$ cat config.mk
export PLATFORM = sky130hd
export DESIGN_NAME = conv_window_ctrl
export DESIGN_NICKNAME = d
export VERILOG_FILES = /design/src/rtl/conv_pkg.sv /design/src/rtl/line_buffer.sv /design/src/rtl/conv_window_ctrl.sv
export SDC_FILE = /design/constraint.sdc
export NUM_CORES = 1
export LEC_CHECK = 0
export ABC_AREA = 1
export CORE_ASPECT_RATIO = 1.5
export CORE_MARGIN = 2
export CORE_UTILIZATION = 45
export CTS_BUF_LIST = sky130_fd_sc_hd__clkbuf_4 sky130_fd_sc_hd__clkbuf_8
export DETAILED_ROUTE_END_ITERATION = 12
export HOLD_SLACK_MARGIN = 0.15
export PLACE_DENSITY = 0.64
export SYNTH_ARGS = -nofsm -noshare
export SYNTH_HDL_FRONTEND = slang
export SYNTH_HIERARCHICAL = 1
export SYNTH_SLANG_ARGS = --single-unit
export TNS_END_PERCENT = 1
$ cat constraint.sdc
create_clock -name clk -period 2.6 [get_ports clk]
set_input_delay 0.52 -clock clk [delete_from_list [all_inputs] [get_ports clk]]
set_output_delay 0.52 -clock clk [all_outputs]
set_load 0.005 [all_outputs]
$ cat src/rtl/conv_pkg.sv
// conv_pkg: shared kernel codes, FSM encoding and widths for the 3x3 convolution path
package conv_pkg;
  localparam int PIX_W = 8;
  localparam int WIN_W = 72;
  localparam logic [1:0] K_CLEAR = 2'd0;
  localparam logic [1:0] K_SOBX = 2'd1;
  localparam logic [1:0] K_SOBY = 2'd2;
  localparam logic [1:0] K_BLUR = 2'd3;
  typedef enum logic [2:0] {IDLE, FILL, CALC, CAPT, HOLD, DONE} state_t;
endpackage

$ cat src/rtl/line_buffer.sv
// line_buffer: one image row of pixels, written on accept and read at the current column
module line_buffer
  import conv_pkg::*;
#(
  parameter int IMG_W = 16
) (
  input  logic                     clk,
  input  logic                     reset,
  input  logic                     we,
  input  logic [$clog2(IMG_W)-1:0] col,
  input  logic [PIX_W-1:0]         wdata,
  output logic [PIX_W-1:0]         rdata
);
  logic [PIX_W-1:0] mem [IMG_W];
  always_ff @(posedge clk)
    if (reset)
      for (int i = 0; i < IMG_W; i++) mem[i] <= '0;
    else if (we)
      mem[col] <= wdata;
  assign rdata = mem[col];
endmodule

$ cat src/rtl/conv_window_ctrl.sv
// conv_window_ctrl: raster pixel stream to 3x3 windows, sequences the convolution datapath per window
module conv_window_ctrl
  import conv_pkg::*;
#(
  parameter int IMG_W = 16,
  parameter int IMG_H = 16
) (
  input  logic             clk,
  input  logic             reset,
  input  logic             start,
  input  logic [1:0]       kernel_sel,
  output logic             busy,
  input  logic [PIX_W-1:0] pix_data,
  input  logic             pix_valid,
  output logic             pix_ready,
  output logic [WIN_W-1:0] win_data,
  output logic [1:0]       kern_sel_q,
  input  logic [PIX_W-1:0] conv_data,
  output logic [PIX_W-1:0] res_data,
  output logic             res_valid,
  input  logic             res_ready,
  output logic             res_last,
  output logic             frame_done
);
  localparam int CW = $clog2(IMG_W);
  localparam int RW = $clog2(IMG_H);
  state_t state, state_n;
  logic [CW-1:0] col;
  logic [RW-1:0] row;
  logic [PIX_W-1:0] lb0, lb1;
  logic acc, win_ok, col_end;
  assign acc = pix_valid && pix_ready;
  assign win_ok = row >= RW'(2) && col >= CW'(2);
  assign col_end = col == CW'(IMG_W - 1);
  line_buffer #(.IMG_W(IMG_W)) u_lb0 (
    .clk(clk), .reset(reset), .we(acc), .col(col), .wdata(pix_data), .rdata(lb0)
  );
  line_buffer #(.IMG_W(IMG_W)) u_lb1 (
    .clk(clk), .reset(reset), .we(acc), .col(col), .wdata(lb0), .rdata(lb1)
  );
  always_ff @(posedge clk)
    if (reset) state <= IDLE;
    else state <= state_n;
  always_comb begin
    state_n = state;
    case (state)
      IDLE: state_n = start ? FILL : IDLE;
      FILL: state_n = (acc && win_ok) ? CALC : FILL;
      CALC: state_n = CAPT;
      CAPT: state_n = HOLD;
      HOLD: state_n = res_ready ? (res_last ? DONE : FILL) : HOLD;
      default: state_n = IDLE;
    endcase
  end
  always_comb begin
    busy = state != IDLE;
    pix_ready = state == FILL;
    frame_done = state == DONE;
  end
  always_ff @(posedge clk)
    if (reset) begin
      col <= '0;
      row <= '0;
      win_data <= '0;
      kern_sel_q <= '0;
      res_data <= '0;
      res_valid <= 1'b0;
      res_last <= 1'b0;
    end else begin
      if (state == IDLE && start) begin
        kern_sel_q <= kernel_sel;
        col <= '0;
        row <= '0;
      end
      if (acc) begin
        win_data <= {win_data[63:48], lb1, win_data[39:24], lb0, win_data[15:0], pix_data};
        col <= col_end ? '0 : col + 1'b1;
        if (col_end) row <= (row == RW'(IMG_H - 1)) ? '0 : row + 1'b1;
      end
      if (state == CAPT) begin
        res_data <= conv_data;
        res_valid <= 1'b1;
        // only the final pixel of the frame wraps both counters back to the origin
        res_last <= col == '0 && row == '0;
      end
      if (state == HOLD && res_ready) begin
        res_valid <= 1'b0;
        res_last <= 1'b0;
      end
    end
endmodule
# Yosys cells after proc, flatten, opt, wreduce, memory -nomap -nowiden
# Memory sizes are Yosys's and may differ from the RTL's. A register that Yosys moved wholly into a read port is not among the register bits.
# Index checks and enable logic that the tools add are counted.
classes:
  n_eq_ne: 7
  n_addsub: 2
  muxes: 25
  n_lt_le_gt_ge: 2
  reduce_logical: 14
op_table:
  columns: ["operator", "n"]
  rows:
  - ["$mux 4", 11]
  - ["$mux 8", 2]
  - ["$reduce_or 8->1", 2]
  - ["$pmux 3 s5", 1]
  - ["$add 4x1->4 const B", 2]
  - ["$eq 4x4->1 const B", 2]
  - ["$ge 4x2->1 const B", 2]
  - ["$logic_not 4->1", 2]
  - ["$mux 1", 8]
  - ["$eq 3x2->1 const B", 2]
  - ["$eq 3x3->1 const B", 2]
  - ["$logic_and 1x1->1", 6]
  - ["$mux 3", 2]
  - ["$eq 3x1->1 const B", 1]
  - ["$logic_not 3->1", 1]
  - ["$reduce_bool 3->1", 1]
  - ["$mux 2", 1]
  - ["$reduce_bool 2->1", 1]
  - ["$reduce_or 2->1", 1]
word_totals:
  in_bits: 23
  out_inout_bits: 87
  ff_bits: 95
  ramBits: 256
  n_memories: 2
mem_list:
  columns: ["memory", "depth", "word_bits", "rd", "rd_clocked_by_memory_dff", "write_ports", "line_no", "source"]
  rows:
  - ["u_lb0.mem", 16, 8, 1, 1, 16, "line_buffer.sv:14", "logic [PIX_W-1:0] mem [IMG_W];"]
  - ["u_lb1.mem", 16, 8, 1, 1, 16, "line_buffer.sv:14", null]

# Longest topological paths before layout
logic_depth:
  word_depth: 7
  mapped_depth: 14

# Modules after synthesis
# The synthesis kept the hierarchy.
modules_own_cells:
  columns: ["module", "cells_per_inst", "area_per_inst_um2", "instances"]
  rows:
  - ["line_buffer", 705, 6050.8, 2]
  - ["conv_window_ctrl", 471, 3575.9, 1]

# Worst setup path after synthesis
# Ideal clock, no wire load.
synth_timing:
  path_type: "input to register"
  startpoint: "in pix_valid"
  endpoint: "mem u_lb0.mem[1][0], enable pin"
  stages: 7
  arrival_ns: 1.693
  setup_slack_ns: 0.579
  n_path_buf: 1
  setup_time_ns: 0.329
  cell_sequence: "nand4_2 inv_2 buf_2 nand2_1 nor3_2 nand2_1 nand2_1"
synth_lines:
  columns: ["element", "line_no", "source"]
  rows:
  - ["from (decl)", "conv_window_ctrl.sv:14", "input logic pix_valid,"]
  - ["to (decl)", "line_buffer.sv:14", null]

# Final worst setup path
layout_timing:
  startpoint: "reg state[0]"
  endpoint: "out pix_ready"
layout_between:
  elab_chain_len: 1
layout_lines:
  columns: ["element", "line_no", "source"]
  rows:
  - ["from (decl)", "conv_window_ctrl.sv:27", "state_t state, state_n;"]
  - ["from (signal assigned)", "conv_window_ctrl.sv:43", "else state <= state_n;"]
  - ["$eq 3x1->1", "conv_window_ctrl.sv:57", "pix_ready = state == FILL;"]
  - ["to (decl)", "conv_window_ctrl.sv:15", "output logic pix_ready,"]
# No other way between the ends.

==> out/metrics.cfg <==
[outcome]
run_status = finished clean

[yosys]
synth_seq_cells = 351
synth_enable_flop_cells = 256
synth-main-ff-cell = edfxtp_1
synth_cell_type_count = 23
synth_area_leaders = edfxtp_1 49%, nand2_1 19%, dfxtp_1 12%, nor2_1 11%, o21ai_0 2.1%
synth_nets = 1910
syn_area_sq_um = 15700
synth_area_per_cell_sq_um = 8.33
synth_top_cell_by_area = edfxtp_1
synth.most_common_cell = nand2_1
synth_commonest_cells = 790 x nand2_1, 439 x nor2_1, 256 x edfxtp_1, 95 x dfxtp_1
netlist_instances = 1881
yosysWarnings = 6
async_flop_share_pct = 0
synth_top_area_share_pct = 49.0
seq_area_frac_synth_pct = 61.2

[detailed_routing]
drc = 0
antenna_left = 0
viasPerCell = 4.99
drtPass1Iterations = 5
drtIter0Drc = 816
vias = 12500
wire_per_inst_um = 16.6
totalWireLength_mm = 41.6

[power_and_ir_drop]
leakage_nw = 8.22
power.ir.vdd_worst_uv = 484
power_frac_clock_pct = 39.0
intPower_mw = 9.26
p_switching_mw = 2.97
pwr-share-comb_pct = 9.4
sw_frac_of_total_pct = 24.3
powerDensity_nw_per_um2 = 652
seq_power_share_pct = 51.7

[finish]
fillCellCount = 3198
final_area_sq_um = 18800
fin_util_pct = 54.7
seqCellArea_sq_um = 9590
drive_above_1_share_pct = 9.59
final_nets = 2063
antenna_cells = 0
multi_input_area_sq_um = 5370
area_delta_synth_final_pct = 19.7

[global_routing]
grtUsageTotal_pct = 23.0
gr-total-overflow = 0
grt_pass1_wl_mm = 64.2
antenna_found_initial = 0
grt_max_degree = 77
first_global_vias = 12400

[setup_path]
cp_max_fo = 5
path_delay_family = buffers and inverters
r2r_start = col[3]$_SDFFE_PP0P_
max_stage_delay_ns = 0.55
end_kind = output port
worstReg2RegEnd = u_lb1/mem[0][2]$_SDFFCE_PN0P_
cp-start-kind = flop
ff2ff_path_depth = 8
critPathBufInv = 1
critPathSlowestCell = clkdlybuf4s50_1
worstPathArrival_ns = 1.94
regToRegSetupSlack_ns = 0.25
worst-setup-path-type = flop to output port
cp_cell_sequence = nand2_1, nor2_2, clkdlybuf4s50_1
cp.required_ns = 2.08

[placed_design]
io_buffer_count = 109
place.gp.congestion = 0.862
dp_slack_ns = 0.0324
placed_area_sq_um = 17600
place_hpwl_mm = 28.0

[clock_network]
post-cts-setup-buffers = 0
ctsHtreeMaxLevel = 2
cts.sinks = 351
root_buffer = clkbuf_8
insertion_delay_ns = 0.64
cts_tree = done
ctsResizeCount = 0
cts.clk_slew.worst_paths_ns = 0.07
hold_buffers = 0
cts_buffers = 52
clockBufferDepth = 3

[timing]
finalHoldViolCount = 0
finalMaxSlewViolations = 0
period_share_pct = 94.5
hold-worst-slack_ns = 0.447
post-route-min-period_ns = 2.46
fin_worst_skew_ns = 0.0506
setup_ws_ns = 0.142
rsz0062_at_grt = false
fmax_mhz = 407
timing.slew.headroom_pct = 32.3
worst_pin_slew_ns = 1.01
finalSetupTns_ns = 0
setup_viol_count_final = 0

[worst_hold_path]
hp-start = kernel_sel[1]
hold_path_class = primary input to flop
hold_path_depth = 3
holdPathEnd = kern_sel_q[1]$_SDFFE_PP0P_

[die]
start_util_pct = 45.7
coreArea_sq_um = 34300
io_pins = 110
die_h_um = 233
num_rows = 83
die_x_um = 156
dieArea_sq_um = 36400

[job]
maxCapViolCount = 0

## per-layer routing
layer  share of wire (%)  GRT usage [%]  vias to the layer above
met1                  37           24.7                     5797
met4                 4.6           11.4                        0
li1                    -              -                     6228
met2                  54           43.8                      325
met3                 4.2           3.04                      125
met5                   0              0                        -
## sequential cells by signal, indices dropped and copies added, names as in the netlist, 2 cells and up
signal / cells
kern_sel_q: 2
win_data: 72
state: 3
row: 4
res_data: 8
u_lb1/mem: 128
u_lb0/mem: 128
col: 4
## power groups by stage
stage	Sequential, mW	Clock [mW]	Combinational, mW
finish	6.31	4.76	1.15
global route	6.33	5.08	1.27
CTS	6.32	4.86	1.15
detailed placement	6.43	0	1.15
global placement	6.43	0	1.14
floorplan	6.41	0	0.623
## tightest hold or removal path, stage by stage
cell             delay [ns]
clkdlybuf4s50_1        0.40
nand2_1                0.06
a21oi_1                0.05
## cells in the final DEF (no fill, tap or decap), drive strengths merged, types with 5 or more instances in the layout
cell type      count
nand4              5
a21oi             12
dfxtp             95
clkinv            12
nand2            790
clkbuf            76
inv               80
edfxtp           256
clkdlybuf4s50    109
o21ai             84
buf               85
ha                 6
nor3              10
nor2             440
nand3              9
## final cells by class
class / count / area share (%)
sequential: 351 / 51.1
multi-input combinational: 1357 / 28.6
timing repair buffer: 194 / 9.88
clock buffer: 76 / 5.04
tap: 425 / 2.83
inverter: 78 / 1.56
clock inverter: 18 / 0.914
## cell families after synthesis
kind of cell,count (synthesis),share of synthesized area (%)
flip-flops,351,61.2
adder cells (fa/ha/maj),6,0.479
buffers and inverters,173,4.64
AND/OR/NAND/NOR,1254,30.6
AO/OA/AOI/OAI,97,3.11
## worst max-delay path by stage
stage,from,to,slack (ns),cells after the start
finish,state[0]$_SDFF_PP0_,pix_ready,0.14,3
global route,state[0]$_SDFF_PP0_,pix_ready,0.08,3
CTS,state[0]$_SDFF_PP0_,pix_ready,0.10,3
detailed placement,pix_valid,u_lb1/mem[15][5]$_SDFFCE_PN0P_,0.03,8
global placement,pix_valid,u_lb1/mem[15][5]$_SDFFCE_PN0P_,0.05,8
floorplan,pix_valid,u_lb0/mem[1][0]$_SDFFCE_PN0P_,0.58,7
## stage by stage
step	cells	total power, mW
finish	2499	12.2
global route	2499	12.7
CTS	2499	12.3
detailed placement	2405	7.58
global placement	2405	7.56
floorplan	1881	7.03
Power figures use the tool's default switching activity.
